**config.mk**
```make
export PLATFORM = sky130hd
export DESIGN_NAME = mux_bus_arbiter
export DESIGN_NICKNAME = d
export VERILOG_FILES = /design/src/rtl/mux_bus_arbiter.sv
export SDC_FILE = /design/constraint.sdc
export NUM_CORES = 1
export LEC_CHECK = 0
export ABC_CLOCK_PERIOD_IN_PS = 1900
export BUFFER_PORTS_ARGS = -buffer_cell sky130_fd_sc_hd__buf_4
export CORE_AREA = 3 3 53 92
export CTS_BUF_LIST = sky130_fd_sc_hd__clkbuf_4 sky130_fd_sc_hd__clkbuf_8
export DETAILED_ROUTE_END_ITERATION = 16
export DIE_AREA = 0 0 56 95
export PLACE_DENSITY = 0.88
export REMOVE_ABC_BUFFERS = 1
export SETUP_SLACK_MARGIN = 0.1
export SLEW_MARGIN = 40
export SYNTH_ARGS = -nofsm -noshare
export SYNTH_HDL_FRONTEND = slang
export SYNTH_SLANG_ARGS = --single-unit
```
**constraint.sdc**
```tcl
create_clock -name clk -period 1.9 [get_ports clk]
set_clock_uncertainty 0.1 [all_clocks]
set_input_delay 0.285 -clock clk [delete_from_list [all_inputs] [get_ports clk]]
set_output_delay 0.285 -clock clk [all_outputs]
set_load 0.005 [all_outputs]
```
**src/rtl/mux_bus_arbiter.sv**
```systemverilog
// Round-robin arbiter for the shared 32-bit 2:1 operand mux.
// Grants one source at a time, bounds bursts, registers the selected word.
module mux_bus_arbiter #(
    parameter int WIDTH     = 32,
    parameter int MAX_BURST = 4
) (
    input  logic             clk,
    input  logic             rst,
    input  logic             req0,
    input  logic             req1,
    input  logic             last0,
    input  logic             last1,
    input  logic [WIDTH-1:0] data0,
    input  logic [WIDTH-1:0] data1,
    output logic             gnt0,
    output logic             gnt1,
    output logic             sel,
    output logic [WIDTH-1:0] out,
    output logic             out_valid
);

    localparam int CW = $clog2(MAX_BURST) + 1;
    localparam logic [CW-1:0] LAST_CNT = CW'(MAX_BURST - 1);

    localparam logic [1:0] IDLE   = 2'd0;
    localparam logic [1:0] GRANT0 = 2'd1;
    localparam logic [1:0] GRANT1 = 2'd2;

    logic [1:0]    state, state_n;
    logic          prio, prio_n;
    logic [CW-1:0] beat_cnt, cnt_n;
    logic          beat;
    logic          burst_end;
    logic          side;
    logic          cur_req;
    logic          cur_last;
    logic          other_req;

    assign gnt0 = (state == GRANT0);
    assign gnt1 = (state == GRANT1);
    assign sel  = (state == GRANT1);

    always_comb begin
        state_n   = state;
        prio_n    = prio;
        cnt_n     = beat_cnt;
        beat      = 1'b0;
        burst_end = 1'b0;
        side      = 1'b0;
        cur_req   = 1'b0;
        cur_last  = 1'b0;
        other_req = 1'b0;
        case (state)
            GRANT0: begin
                side      = 1'b0;
                cur_req   = req0;
                cur_last  = last0;
                other_req = req1;
            end
            GRANT1: begin
                side      = 1'b1;
                cur_req   = req1;
                cur_last  = last1;
                other_req = req0;
            end
            default: ;
        endcase

        if (state == GRANT0 || state == GRANT1) begin
            beat      = cur_req;
            burst_end = cur_req & (cur_last | (beat_cnt == LAST_CNT));
            if (beat)
                cnt_n = beat_cnt + 1'b1;
            // A dropped request releases the grant at once; last is ignored
            if (burst_end || !beat) begin
                prio_n = ~side;
                if (other_req) begin
                    state_n = side ? GRANT0 : GRANT1;
                    cnt_n   = '0;
                end else if (burst_end) begin
                    cnt_n = '0;
                end else begin
                    state_n = IDLE;
                end
            end
        end else begin
            cnt_n = '0;
            if (req0 && req1)
                state_n = prio ? GRANT1 : GRANT0;
            else if (req0)
                state_n = GRANT0;
            else if (req1)
                state_n = GRANT1;
        end
    end

    always_ff @(posedge clk) begin
        if (rst) begin
            state     <= IDLE;
            prio      <= 1'b0;
            beat_cnt  <= '0;
            out       <= '0;
            out_valid <= 1'b0;
        end else begin
            state     <= state_n;
            prio      <= prio_n;
            beat_cnt  <= cnt_n;
            out_valid <= beat;
            if (beat)
                out <= sel ? data1 : data0;
        end
    end

endmodule

```
Word level (Yosys, flattened, before mapping) --
Index checks and enable logic that the tools add are counted.
Word-level totals: output and inout bits 36, flip-flop bits (word level) 39, bits of input ports 70, word-level logic and storage cells 42
Cells by class: eq/ne operators 5, add/subtract/negate cells 1, muxes and demuxes 19, reductions and logical operators 8, bitwise logic cells 4
Operators by type and width (count):
- two-way mux 32 bit | 1
- two-way mux 2 bit | 9
- two-way mux 3 bit | 4
- one-hot mux 1 bit (2 select lines) | 3
- nonzero test 4 bit | 1
- adder 3 x 1 -> 3 bit, second input constant | 1
- equality test 3 x 2 -> 1 bit, second input constant | 1
- inequality test 3 bit, second input constant | 1
- AND reduction 3 bit | 1
- equality test 2 x 1 -> 1 bit, second input constant | 1
- equality test 2 bit, second input constant | 1
- logical OR 1 bit | 2
- two-way mux 1 bit | 2
- inequality test 2 x 1 -> 1 bit, second input constant | 1
- inverter 1 bit | 2
- AND reduction 2 bit | 1
- OR reduction 2 bit | 1
- AND 1 bit | 1
- logical AND 1 bit | 1
- zero test 1 bit | 1
- OR 1 bit | 1

Longest topological paths before layout --
depth in word-level cells 8, mapped depth 9, depth with buffers taken out 7

Worst setup path after synthesis --
OpenSTA, ideal clock, no wires.
path kind register to register, from register state[0], to register beat_cnt[0], arrival time 1.586 ns, path buffers 1, required time 1.697 ns, period minus slack after synthesis 1.789 ns, stages on the path, launching flop included 8, library setup time 0.103 ns, slack 0.111 ns, cell sequence dfxtp_1 > inv_1 > ha_1 > buf_6 > a221oi_2 > nor3b_2 > nor2_1 > a2111oi_2
Between the ends: cells in the longest elaborated chain, start to end 7, elaborated cells on any way between the ends 16, those cells by class 2 x eq/ne; 7 x mux; 3 x bitwise; 4 x reduce/logical
Ends and longest elaborated chain:
- from (decl) | line 29 | logic [1:0] state, state_n;
- from (signal assigned) | line 105 | state <= state_n;
- equality test 2 bit (*)
- via gnt1 | line 16 | output logic gnt1,
- one-hot mux 1 bit (2 select lines) | line 53 | case (state)
- OR 1 bit | line 71 | burst_end = cur_req & (cur_last | (beat_cnt == LAST_CNT));
- AND 1 bit | line 71
- two-way mux 3 bit | line 80 | end else if (burst_end) begin
- two-way mux 3 bit | line 77 | if (other_req) begin
- two-way mux 3 bit | line 75 | if (burst_end || !beat) begin
- to (signal assigned) | line 107 | beat_cnt <= cnt_n;
- to (decl) | line 31 | logic [CW-1:0] beat_cnt, cnt_n;
Mark *: on every way through the listed nets, which the timed path passes. The rest lies on a longest branch. A chain may end at the register's enable or synchronous reset.

Worst setup path in the final report --
from register state[0], to register state[0]
Between the ends: cells in the longest elaborated chain, start to end 7, elaborated cells on any way between the ends 19, those cells by class 4 x eq/ne; 8 x mux; 2 x bitwise; 5 x reduce/logical
Ends and longest elaborated chain (line):
- equality test 2 bit / equality test 2 x 1 -> 1 bit (equally long branches) | 53, 69
- one-hot mux 1 bit (2 select lines) | 53
- OR 1 bit | 71
- AND 1 bit | 71
- logical OR 1 bit | 75
- inequality test 2 x 1 -> 1 bit (no source line)
- AND reduction 3 bit (no source line)
Parallel ways exist; a longest one is shown, timed or not. The select of a mux whose other input is x is not followed.

==> flow_summary.toml <==
[power]
vdd_drop_max_mv = 1.02
power_per_cell_area_nw_per_um2 = 1010
report.power.total_w = 0.00296
p_leak_nw = 1.21

[logic_synthesis]
synth-seq-area-share_pct = 40.6
post_synth.cell_area_avg_um2 = 9.61
synth.ff_latch_count = 39
ys.warnings.count = 0
unique_cell_type_count_in_the_yosys_netlist = 29
post_synth_instance_area_um2 = 1920
netlist_instances = 200

[sta]
drv_slew = 0
report.final.setup_viol = 0
timing.slew.headroom_pct = 71.2
setup_repair_after_global_routing_missed_its_margin = "false"
layout_worst_path_cycle_share_pct = 90.3
period_needed_ns = 1.72
timing.setup.tns_ns = 0
maxClockFrequency_ghz = 0.583
timing_worst_slew_pin_value_ns = 0.432
hold-worst-slack_ns = 0.247
report.final.hold_viol_count = 0

[setup_path]
r2r_cells = 8
timing.critical_path.from_type = "register"
worst-path-stages = 8
worstPathCellList = "inv_1, ha_4, buf_12, nand2_1, nand4_1, a21oi_2, buf_4, o311a_1"
critical_path_buf_inv_count = 3
end_kind = "register"
cp.arrival_ns = 1.78
endpoint = "state[0]"
worst_path_max_delay_cell = "sky130_fd_sc_hd__dfxtp_2"
reg2reg_slack_ns = 0.18
type_of_the_worst_setup_path = "register to register"
crit_fanout = 17
critical_path.reg2reg.endpoint = "state[0]"
critical-path-max-stage-delay_ns = 0.32
cp-startpoint = "state[0]"
worstPathRequired_ns = 1.97
crit_family = "compound AO/OA/AOI/OAI gates"
crit-reg2reg-launch = "state[0]"

[worst_hold_path]
holdCritPathClass = "input pin to register"

[layout]
post_route_cells_drive_above_1_share_pct = 46.2
antenna_cells = 0
final_area_um2 = 2950
fin_nets = 376
fin_cells = 352
layout-area-overhead-vs-synth_pct = 53.3
fill_cells = 329

[die]
core-area_um2 = 4190
core.rowCount = 31
die_w_um = 56
num_io_pins = 106
initial_utilization_pct = 45.9
die_y_um = 95
die-area_um2 = 5320

[clock_network]
clockRootBuffer = "sky130_fd_sc_hd__clkbuf_8"
clk_path_buf_depth = 2
cts.reportedPaths.clkPinSlew_ns = 0.07
tritoncts = "done"
cts_max_level = 2
insertion_delay_ns = 0.28
clkSinkCount = 39
cts_buffer_count = 5

[grt]
grt_start_max_net_pins = 49
track_usage_pct = 18.3
antenna_violations_before_repair = 0
first_global_vias = 1770
wire_length_of_the_first_global_routing_pass_um = 7700
global_route.overflow_total = 0

[placed_design]
count_of_placed_standard_cells_including_taps = 340
place.port_buffers = 105
dpl.hpwl_um = 3910
routabilityCongestion = 0.834
dp_area_um2 = 2720

[detailed_routing]
antenna_left = 0
num_vias = 1855
drt_pre_antenna_iters = 4
remaining_drc_errors = 0
drt-total-wl_um = 5220
drc_violation_total_after_the_first_tritonroute_iteration = 32
wl_per_cell_um = 14.8
via_density_per_instance = 5.27

[outcome]
outcome = "finished clean"

[run]
maxCapViolations = 0
[state kept, by name, summed over array words and instances, names as in the netlist]
signal,cells
state,2
out_valid,1
beat_cnt,3
out,32
prio,1
[report_power, final]
part           internal (W)  switching, W  leakage (nW)
registers          0.000963     0.0000774         0.318
logic              0.000691      0.000622         0.841
clock network      0.000345      0.000263        0.0549
[synthesized netlist by cell type, drive strengths merged]
library cell / n / area (um2)
dfxtp: 39 / 781
nor2: 38 / 145
a211oi: 33 / 248
mux2i: 33 / 330
buf: 15 / 93.8
clkbuf: 4 / 15.0
ha: 4 / 50.1
inv: 4 / 15.0
nor2b: 4 / 25.0
o21ai: 4 / 20.0
a2111oi: 3 / 45.0
nand2: 3 / 13.8
o22ai: 3 / 18.8
nand4: 2 / 12.5
a21oi: 1 / 5.00
a221oi: 1 / 15.0
a22oi: 1 / 21.3
and3: 1 / 6.26
nand3b: 1 / 7.51
nand4b: 1 / 8.76
nor3: 1 / 5.00
nor3b: 1 / 12.5
o2111ai: 1 / 8.76
o311a: 1 / 10.0
o32ai: 1 / 8.76
[final cells by class]
type	instances	area [um2]	share of cell area, %
inverter	4	15.0	0.510
timing repair buffer	114	898	30.5
tap	49	61.3	2.08
clock buffer	8	104	3.52
sequential	39	786	26.7
multi-input combinational	138	1080	36.7
[layer usage]
metal  global-route usage, %  up-vias  part of all wire, %
met5                       0        -                    0
met3                    3.83        8                  4.4
li1                        -      932                    -
met4                    7.72        0                  1.8
met1                    17.0      861                   33
met2                    37.0       54                   60
[through the flow]
stage,setup slack (ns),utilization (%)
global route,0.0834,70.3
CTS,0.0584,67.7
detailed placement,0.0515,64.9
finish,0.184,70.3
global placement,0.144,64.9
floorplan,-2.19,-
[how the worst min path moves through the flow]
stage                      startpoint          end  depth (start not counted)
after floorplan                   rst  beat_cnt[2]                          1
after global placement    beat_cnt[0]  beat_cnt[0]                          1
after detailed placement      out[10]      out[10]                          2
after CTS                   data0[26]      out[26]                          3
after global routing        data0[27]      out[27]                          3
final                        data0[4]       out[4]                          3
[repair_timing]
item,4_1_cts,5_1_grt
resized for setup,1,15
endpoints found under the setup margin,3,40
pin swaps,1,7
buffers inserted,1,2
cloned,0,1
hold buffers,0,0
[tightest hold or removal path, delay by kind of cell]
family	cells	cell delay [ns]
mux	1	0.11
compound gates	1	0.08
buf+inv	1	0.11
[cell families (layout without fill, tap and decap cells)]
family | count (synthesis) | count (layout) | share of synthesized area (%)
buffers and inverters | 23 | 126 | 6.44
and+or+nand+nor | 52 | 52 | 12.3
adders and majority gates | 4 | 4 | 2.60
muxes | 33 | 33 | 17.2
DFF | 39 | 39 | 40.6
AOI/OAI and AO/OA | 49 | 49 | 20.8
[cells in the final DEF, fill, tap and decap left out, drive strengths merged, types with 2 or more instances in the layout]
cell and count:
buf 113, dfxtp 39, nor2 38, mux2i 33
a211oi 33, clkbuf 9, inv 4, nor2b 4
o21ai 4, ha 4, a2111oi 3, nand2 3
o22ai 3, nand4 2
No activity file was read; power rests on OpenSTA's default activity.
